File: config.mk
export PLATFORM = sky130hd
export DESIGN_NAME = imm_gen_stage
export DESIGN_NICKNAME = d
export VERILOG_FILES = /design/src/rtl/imm_gen_stage.sv
export SDC_FILE = /design/constraint.sdc
export NUM_CORES = 1
export LEC_CHECK = 0
export CORE_ASPECT_RATIO = 1.2
export CORE_MARGIN = 2
export CORE_UTILIZATION = 30
export DETAILED_ROUTE_END_ITERATION = 12
export PLACE_DENSITY = 0.57
export SLEW_MARGIN = 20
export SYNTH_ARGS = -nofsm -noshare
export SYNTH_HDL_FRONTEND = slang
export SYNTH_SLANG_ARGS = --single-unit
File: constraint.sdc
create_clock -name clk -period 2.55 [get_ports clk]
set_input_delay 0.765 -clock clk [delete_from_list [all_inputs] [get_ports clk]]
set_output_delay 0.765 -clock clk [all_outputs]
set_load 0.02 [all_outputs]
File: src/rtl/imm_gen_stage.sv
// RISC-V immediate generator behind a 2-entry skid FIFO (output register + skid register).
// Optional macro IMM_ZICSR_EN enables the Z format (zero-extended CSR uimm from inst[19:15]).
module imm_gen_stage #(
    parameter int XLEN     = 32,
    parameter int TAG_W    = 5,
    parameter int AUTO_FMT = 0
) (
    input  logic             clk,
    input  logic             rst_n,
    input  logic             flush,
    input  logic             in_valid,
    output logic             in_ready,
    input  logic [31:0]      inst,
    input  logic [2:0]       fmt,
    input  logic [TAG_W-1:0] in_tag,
    output logic             out_valid,
    input  logic             out_ready,
    output logic [XLEN-1:0]  out_imm,
    output logic [2:0]       out_fmt,
    output logic [TAG_W-1:0] out_tag,
    output logic             out_illegal
);

    localparam logic [2:0] FMT_I   = 3'b000;
    localparam logic [2:0] FMT_S   = 3'b001;
    localparam logic [2:0] FMT_B   = 3'b010;
    localparam logic [2:0] FMT_U   = 3'b011;
    localparam logic [2:0] FMT_J   = 3'b100;
    localparam logic [2:0] FMT_Z   = 3'b101;
    localparam logic [2:0] FMT_BAD = 3'b111;

    function automatic logic [2:0] opcode_fmt(input logic [31:0] i);
        logic [2:0] f;
        case (i[6:0])
            7'b0010011, 7'b0000011, 7'b1100111: f = FMT_I;
            7'b0100011:                         f = FMT_S;
            7'b1100011:                         f = FMT_B;
            7'b0110111, 7'b0010111:             f = FMT_U;
            7'b1101111:                         f = FMT_J;
`ifdef IMM_ZICSR_EN
            7'b1110011:                         f = i[14] ? FMT_Z : FMT_I;
`else
            7'b1110011:                         f = FMT_I;
`endif
            default:                            f = FMT_BAD;
        endcase
        return f;
    endfunction

    function automatic logic [2:0] check_fmt(input logic [2:0] f);
        logic [2:0] r;
        case (f)
            FMT_I, FMT_S, FMT_B, FMT_U, FMT_J: r = f;
`ifdef IMM_ZICSR_EN
            FMT_Z:                             r = FMT_Z;
`endif
            default:                           r = FMT_BAD;
        endcase
        return r;
    endfunction

    // Build the 32-bit signed immediate, then sign-extend to XLEN (Z is zero-extended).
    function automatic logic [XLEN-1:0] build_imm(input logic [31:0] i, input logic [2:0] f);
        logic signed [31:0] s;
        logic [XLEN-1:0]    r;
        case (f)
            FMT_I:   s = {{20{i[31]}}, i[31:20]};
            FMT_S:   s = {{20{i[31]}}, i[31:25], i[11:7]};
            FMT_B:   s = {{19{i[31]}}, i[31], i[7], i[30:25], i[11:8], 1'b0};
            FMT_U:   s = {i[31:12], 12'b0};
            FMT_J:   s = {{11{i[31]}}, i[31], i[19:12], i[20], i[30:21], 1'b0};
            default: s = '0;
        endcase
        r = XLEN'(s);
`ifdef IMM_ZICSR_EN
        if (f == FMT_Z) r = XLEN'(i[19:15]);
`endif
        return r;
    endfunction

    logic [1:0]       cnt_q, cnt_d;
    logic [XLEN-1:0]  imm_q, imm_d, skid_imm_q, skid_imm_d;
    logic [2:0]       fmt_q, fmt_d, skid_fmt_q, skid_fmt_d;
    logic [TAG_W-1:0] tag_q, tag_d, skid_tag_q, skid_tag_d;
    logic             ill_q, ill_d, skid_ill_q, skid_ill_d;

    logic [2:0]       res_fmt;
    logic [XLEN-1:0]  res_imm;
    logic             res_ill;
    logic             push, pop;

    assign in_ready    = (cnt_q < 2'd2);
    assign out_valid   = (cnt_q != 2'd0);
    assign out_imm     = imm_q;
    assign out_fmt     = fmt_q;
    assign out_tag     = tag_q;
    assign out_illegal = ill_q;

    assign push = in_valid && in_ready;
    assign pop  = out_valid && out_ready;

    always_comb begin
        res_fmt = (AUTO_FMT != 0) ? opcode_fmt(inst) : check_fmt(fmt);
        res_imm = build_imm(inst, res_fmt);
        res_ill = (res_fmt == FMT_BAD);
    end

    // Occupancy 1 keeps the head in the output register; a second entry parks in the skid register.
    always_comb begin
        cnt_d      = cnt_q;
        imm_d      = imm_q;
        fmt_d      = fmt_q;
        tag_d      = tag_q;
        ill_d      = ill_q;
        skid_imm_d = skid_imm_q;
        skid_fmt_d = skid_fmt_q;
        skid_tag_d = skid_tag_q;
        skid_ill_d = skid_ill_q;
        if (flush) begin
            cnt_d = 2'd0;
        end else begin
            case (cnt_q)
                2'd0: begin
                    if (push) begin
                        {imm_d, fmt_d, tag_d, ill_d} = {res_imm, res_fmt, in_tag, res_ill};
                        cnt_d = 2'd1;
                    end
                end
                2'd1: begin
                    if (push && pop) begin
                        {imm_d, fmt_d, tag_d, ill_d} = {res_imm, res_fmt, in_tag, res_ill};
                    end else if (push) begin
                        {skid_imm_d, skid_fmt_d, skid_tag_d, skid_ill_d} =
                            {res_imm, res_fmt, in_tag, res_ill};
                        cnt_d = 2'd2;
                    end else if (pop) begin
                        cnt_d = 2'd0;
                    end
                end
                default: begin
                    if (pop) begin
                        {imm_d, fmt_d, tag_d, ill_d} = {skid_imm_q, skid_fmt_q, skid_tag_q, skid_ill_q};
                        cnt_d = 2'd1;
                    end
                end
            endcase
        end
    end

    always_ff @(posedge clk or negedge rst_n) begin
        if (!rst_n) begin
            cnt_q      <= 2'd0;
            imm_q      <= '0;
            fmt_q      <= 3'b000;
            tag_q      <= '0;
            ill_q      <= 1'b0;
            skid_imm_q <= '0;
            skid_fmt_q <= 3'b000;
            skid_tag_q <= '0;
            skid_ill_q <= 1'b0;
        end else begin
            cnt_q      <= cnt_d;
            imm_q      <= imm_d;
            fmt_q      <= fmt_d;
            tag_q      <= tag_d;
            ill_q      <= ill_d;
            skid_imm_q <= skid_imm_d;
            skid_fmt_q <= skid_fmt_d;
            skid_tag_q <= skid_tag_d;
            skid_ill_q <= skid_ill_d;
        end
    end

endmodule

==> flow_summary.toml, run 1 <==
[route]
vias = 3250
drt_pass1_iterations = 4
drt-initial-drc-count = 252
wl_per_cell_um = 16.5
via_per_inst = 5.03
antenna_left = 0
routed_wl_mm = 10.7
drc = 0

[sta]
max_slew_margin = 0.667
final.setup.tns_ps = 0
worstMarginPinSlew_ps = 500
finalHoldViolCount = 0
clock_skew_ps = 5.37
max_freq_mhz = 407
rsz0062_at_grt = "no"
setup_violations = 0
drv_slew = 0
timing.final.crit_share = 0.963
period_needed_ps = 2450

[clocking]
clk_pin_slew_worst_paths_ps = 60
ctsHoldBuffers = 0
cts_resized = 0
numCtsBuffers = 9
cts.sinks = 84
clockBufferDepth = 2
cts_setup_buffers = 0
clock_latency_ps = 330
cts_root_buf = "clkbuf_16"
cts_tree = "done"
cts_max_level = 3

[cells_and_area]
antenna_cells = 0
fin_nets = 523
layout.cells.non_filler = 646
fin_area_sq_mm = 0.00527
layout-drive-gt1-share = 0.0954
n_fill_cell = 1296
syn2layout_area_growth_pct = 34.5

[worst_setup_path]
ff2ff_path_depth = 6
reg2reg_to = "out_imm[21]"
crit_arrival_ps = 1690
reg2reg_slack_ps = 430
setup.worst_path.end_class = "primary output"
path_max_fanout = 9
path_class = "flop to primary output"
r2r_start = "cnt_q[1]"
worstPathRequired_ps = 1790
startpoint_type = "flop"

[placed_design]
port_buffers = 80
gp_congestion = 0.831
dp.cells = 631
place_area_sq_mm = 0.00493
dp_hpwl_mm = 7.19

[floorplan]
rows = 45
coreArea_sq_mm = 0.0127
start_util = 0.308
die_x_um = 108
io_pins = 88
die_h_um = 129
dieArea_sq_mm = 0.0140

[job]
drv_cap = 0

[synthesis]
ys_seq_elements = 84
netlist_instances = 406
synthesis.area_sq_mm = 0.00392
synth_cell_types = 35
ys_seq_area_frac = 0.536
yosys_warnings = 0
synth.net_count = 451
syn_area_per_cell_sq_um = 9.65

[pwr]
powerDensity_mw_per_mm2 = 783
ir_drop_v = 0.000371
p_leak_nw = 2.19

[global_route]
grtUsageTotal = 0.159
grt_start_max_net_pins = 52
grt_pass1_wl_mm = 16.8
grt_overflow = 0
grt_pass1_vias = 3106
antenna_found_initial = 0

[hold_path]
hold_path.class = "input pin to asynchronous set/reset pin"

[outcome]
status = "finished clean"
report_power, final:
group	switching (W)	leakage, nW	internal (W)
logic	0.000467	0.949	0.000443
clock network	0.000517	0.162	0.000979
registers	0.000141	1.08	0.00158
total	0.00113	2.19	0.00300
synthesized netlist by cell type, drive strengths merged:
master | number | area share
or2 | 1 | 0.0022
o21ai | 40 | 0.051
mux2 | 6 | 0.023
mux2i | 7 | 0.018
inv | 3 | 0.0029
and2 | 1 | 0.0016
o22a | 8 | 0.018
a22o | 6 | 0.013
buf | 17 | 0.027
clkbuf | 19 | 0.018
o32a | 1 | 0.0026
o41ai | 1 | 0.0042
nor2 | 16 | 0.016
nor3b | 10 | 0.019
a211oi | 2 | 0.0051
nand2b | 6 | 0.0096
nand3b | 1 | 0.0051
a221oi | 1 | 0.0022
or3 | 1 | 0.0016
a21oi | 52 | 0.066
a211o | 1 | 0.0022
o211ai | 24 | 0.046
nand3 | 25 | 0.032
nand2 | 66 | 0.063
maj3 | 1 | 0.0029
dfrtp | 84 | 0.54
and3b | 1 | 0.0022
nor4 | 1 | 0.0016
nor2b | 4 | 0.0064
placed cells by master, fill, tap and decap left out, types with 3 or more instances in the layout:
master,synthesis,routed
buf_4,4,14
a21oi_1,52,52
o22a_1,8,8
inv_1,3,3
mux2i_1,7,7
clkbuf_16,0,9
nor2b_1,4,4
clkdlybuf4s50_1,0,79
nand3_1,25,25
buf_12,0,4
a22o_1,6,6
nand2b_1,6,6
dfrtp_1,84,83
o21ai_1,10,10
nor3b_1,10,10
nand2_1,66,66
nor2_1,15,15
o211ai_1,24,24
bufinv_16,0,3
o21ai_0,30,30
mux2_4,6,6
cells by family after synthesis:
group                      synth area share
AOI/OAI and AO/OA                     0.211
adders and majority gates           0.00287
buffers and inverters                0.0482
DFF                                   0.536
muxes                                0.0409
and+or+nand+nor                       0.161
through the flow:
| step | hold slack [ps] | setup slack (ps) | total power [W] | utilization |
|---|---|---|---|---|
| 6_report | 379 | 95.4 | 0.00413 | 0.414 |
| 4_1_cts | 382 | 58.3 | 0.00418 | 0.414 |
| 5_1_grt | 404 | 26.3 | 0.00435 | 0.414 |
| 2_1_floorplan | 449 | 692 | 0.00221 | - |
| 3_3_place_gp | 460 | 13.2 | 0.00264 | 0.388 |
| 3_5_place_dp | 471 | 9.26 | 0.00267 | 0.388 |
how the worst max path moves through the flow:
stage | start | endpoint | slack (ps) | cells after the start
final | cnt_q[1] | out_valid | 100 | 2
after global routing | cnt_q[1] | in_ready | 30 | 2
after CTS | cnt_q[1] | in_ready | 60 | 2
after detailed placement | in_valid | skid_imm_q[10] | 9 | 6
after global placement | in_valid | skid_imm_q[6] | 10 | 6
after floorplan | fmt[0] | out_imm[20] | 690 | 5
per-layer routing:
layer / GRT usage / routed length (um)
met1: 0.208 / 4680
met2: 0.257 / 5170
met3: 0.0357 / 639
met4: 0.0596 / 198
met5: 0 / 0
cell type report:
cell class	instances	area, sq um	area share
flip-flops and latches	84	2100	0.399
clock inverters	4	97.6	0.0185
well taps	164	205	0.0389
clock buffers	11	243	0.0460
inverters	3	11.3	0.00214
repair buffers	97	976	0.185
multi-input cells	283	1640	0.310
registers in the layout, summed over array words and instances (netlist names):
signal / flops
skid_imm_q: 32
skid_fmt_q: 3
out_illegal: 1
cnt_q: 2
skid_ill_q: 1
out_imm: 32
skid_tag_q: 5
out_tag: 5
out_fmt: 3
worst max-delay path: stages (launching register included):
cell	delay [ps]
dfrtp_2	500
or2_4	310
clkdlybuf4s50_1	540
No activity file was read; power rests on OpenSTA's default activity.
==> inputs of run 2 (changes only) <==
Settings changed: RECOVER_POWER set to 25.
==> run 2 against run 1 <==
Net effect: combinational power barely moved; die area unchanged; critical path depth stayed put; count of clock-buffer cells in the layout unchanged; clock power is essentially flat.
==> flow_summary.toml, run 2 (synthesis results as in run 1) <==
[placed_design]
port_buffers = 80
gp_congestion = 0.831
dp_slack_ps = 9.26
dp_hpwl_mm = 7.19

[cells_and_area]
antenna_cells = 0
n_fill_cell = 1298
layout-drive-gt1-share = 0.0954
syn2layout_area_growth_pct = 34.2
multi_input_area_sq_mm = 0.00164
final_cell_mix = "dfrtp_1 (83), clkdlybuf4s50_1 (79), nand2_1 (66)"
final_common_cell = "dfrtp_1"
seqCellArea_sq_mm = 0.00210
fin_nets = 523

[global_route]
grtUsageTotal = 0.159
grt_start_max_net_pins = 52
antenna_found_initial = 0
grt_overflow = 0
grt_pass1_vias = 3106
grt_pass1_wl_mm = 16.8

[route]
wl_per_cell_um = 16.5
antenna_left = 0
routed_wl_mm = 10.7
drt-initial-drc-count = 252
drc = 0
via_per_inst = 5.03
drt_pass1_iterations = 4
vias = 3250

[worst_setup_path]
path_max_fanout = 9
worst_path_largest_cell_delay_ps = 540
critPathBufInv = 1
reg2reg_slack_ps = 430
cp_top_family = "buffers and inverters"
critPathLaunch = "cnt_q[1]"
critical_path_depth = 2
setup.worst_path.end_class = "primary output"
cp-endpoint = "out_valid"
crit_arrival_ps = 1690
ff2ff_path_depth = 6
crit_path_top_delay_cell = "clkdlybuf4s50_1"
startpoint_type = "flop"
crit_chain = "or2_4, clkdlybuf4s50_1"
worstPathRequired_ps = 1790
r2r_start = "cnt_q[1]"
path_class = "flop to primary output"
reg2reg_to = "out_imm[21]"

[floorplan]
rows = 45
die_h_um = 129
dieArea_sq_mm = 0.0140
die_x_um = 108
start_util = 0.308
coreArea_sq_mm = 0.0127
io_pins = 88

[sta]
worst_slack_ps = 95.4
timing.final.crit_share = 0.963
clock_skew_ps = 5.37
setup_violations = 0
final.setup.tns_ps = 0
max_slew_margin = 0.427
finalHoldViolCount = 0
rsz0062_at_grt = "no"
worstMarginPinSlew_ps = 860
period_needed_ps = 2450
drv_slew = 0
max_freq_mhz = 407

[pwr]
p_switching_w = 0.00112
ir_drop_v = 0.000371
powerDensity_mw_per_mm2 = 785
p_leak_nw = 2.18
pwr-share-clk = 0.362
p_comb_frac = 0.220
switching_share = 0.273
p_int_w = 0.00300
p_seq_frac = 0.418

[clocking]
cts.sinks = 84
cts_max_level = 3
clock_latency_ps = 330
numCtsBuffers = 9
ctsHoldBuffers = 0
clk_pin_slew_worst_paths_ps = 60
cts_resized = 0
clockBufferDepth = 2
cts_root_buf = "clkbuf_16"
cts_tree = "done"
cts_setup_buffers = 0

[job]
drv_cap = 0

[hold_path]
hold_path.class = "flop to flop"

[outcome]
status = "finished clean"
## run 2: changes by cell type in the layout (fill, tap and decap cells not counted), sizes merged
cell / change
clkbuf: +2
buf: -2
## run 2: layout make-up
cell class / count / area share
clock inverters: 4 / 0.0186
repair buffers: 97 / 0.183
flip-flops and latches: 84 / 0.400
clock buffers: 11 / 0.0462
multi-input cells: 283 / 0.311
inverters: 3 / 0.00214
well taps: 164 / 0.0390
## run 2: metal layers
| metal | vias to the layer above | routed length [um] | GRT usage |
|---|---|---|---|
| met1 | 1561 | 4680 | 0.208 |
| met4 | 0 | 198 | 0.0596 |
| met2 | 102 | 5170 | 0.257 |
| met5 | - | 0 | 0 |
| met3 | 12 | 639 | 0.0357 |
| li1 | 1575 | - | - |
## run 2: power groups by stage
stage	Combinational, W	Clock [W]	Sequential [W]
2_1_floorplan	0.000359	0	0.00185
3_3_place_gp	0.000905	0	0.00174
3_5_place_dp	0.000919	0	0.00175
4_1_cts	0.000923	0.00153	0.00173
5_1_grt	0.000997	0.00159	0.00176
6_report	0.000907	0.00150	0.00172
## run 2: through the flow
stage | util | cells | total power, W | area, sq um | hold slack, ps
after global placement | 0.388 | 631 | 0.00264 | 4930 | 460
final | 0.413 | 646 | 0.00413 | 5260 | 479
after floorplan | - | 406 | 0.00221 | 3920 | 449
after CTS | 0.414 | 646 | 0.00418 | 5270 | 382
after detailed placement | 0.388 | 631 | 0.00267 | 4930 | 471
after global routing | 0.413 | 646 | 0.00434 | 5260 | 508
## run 2: worst min-delay path by stage
stage | to | startpoint | cells past startpoint
floorplan | skid_imm_q[0] | skid_imm_q[0] | 2
finish | skid_imm_q[17] | skid_imm_q[17] | 2
detailed placement | skid_imm_q[0] | skid_imm_q[0] | 2
global route | skid_imm_q[0] | skid_imm_q[0] | 2
global placement | skid_imm_q[0] | skid_imm_q[0] | 2
CTS | cnt_q[1] | rst_n | 1
## run 2: worst min-delay path, cell delays in order, from the launching register on
cell and delay [ps]:
dfrtp_1 340, nand2_1 40, o21ai_0 60
==> inputs of run 3 (changes only) <==
Settings changed: ABC_CLOCK_PERIOD_IN_PS set to 2550, TNS_END_PERCENT set to 10.
==> results of run 3 <==
No change in the layout: final DEF, timing and power equal those of run 2.
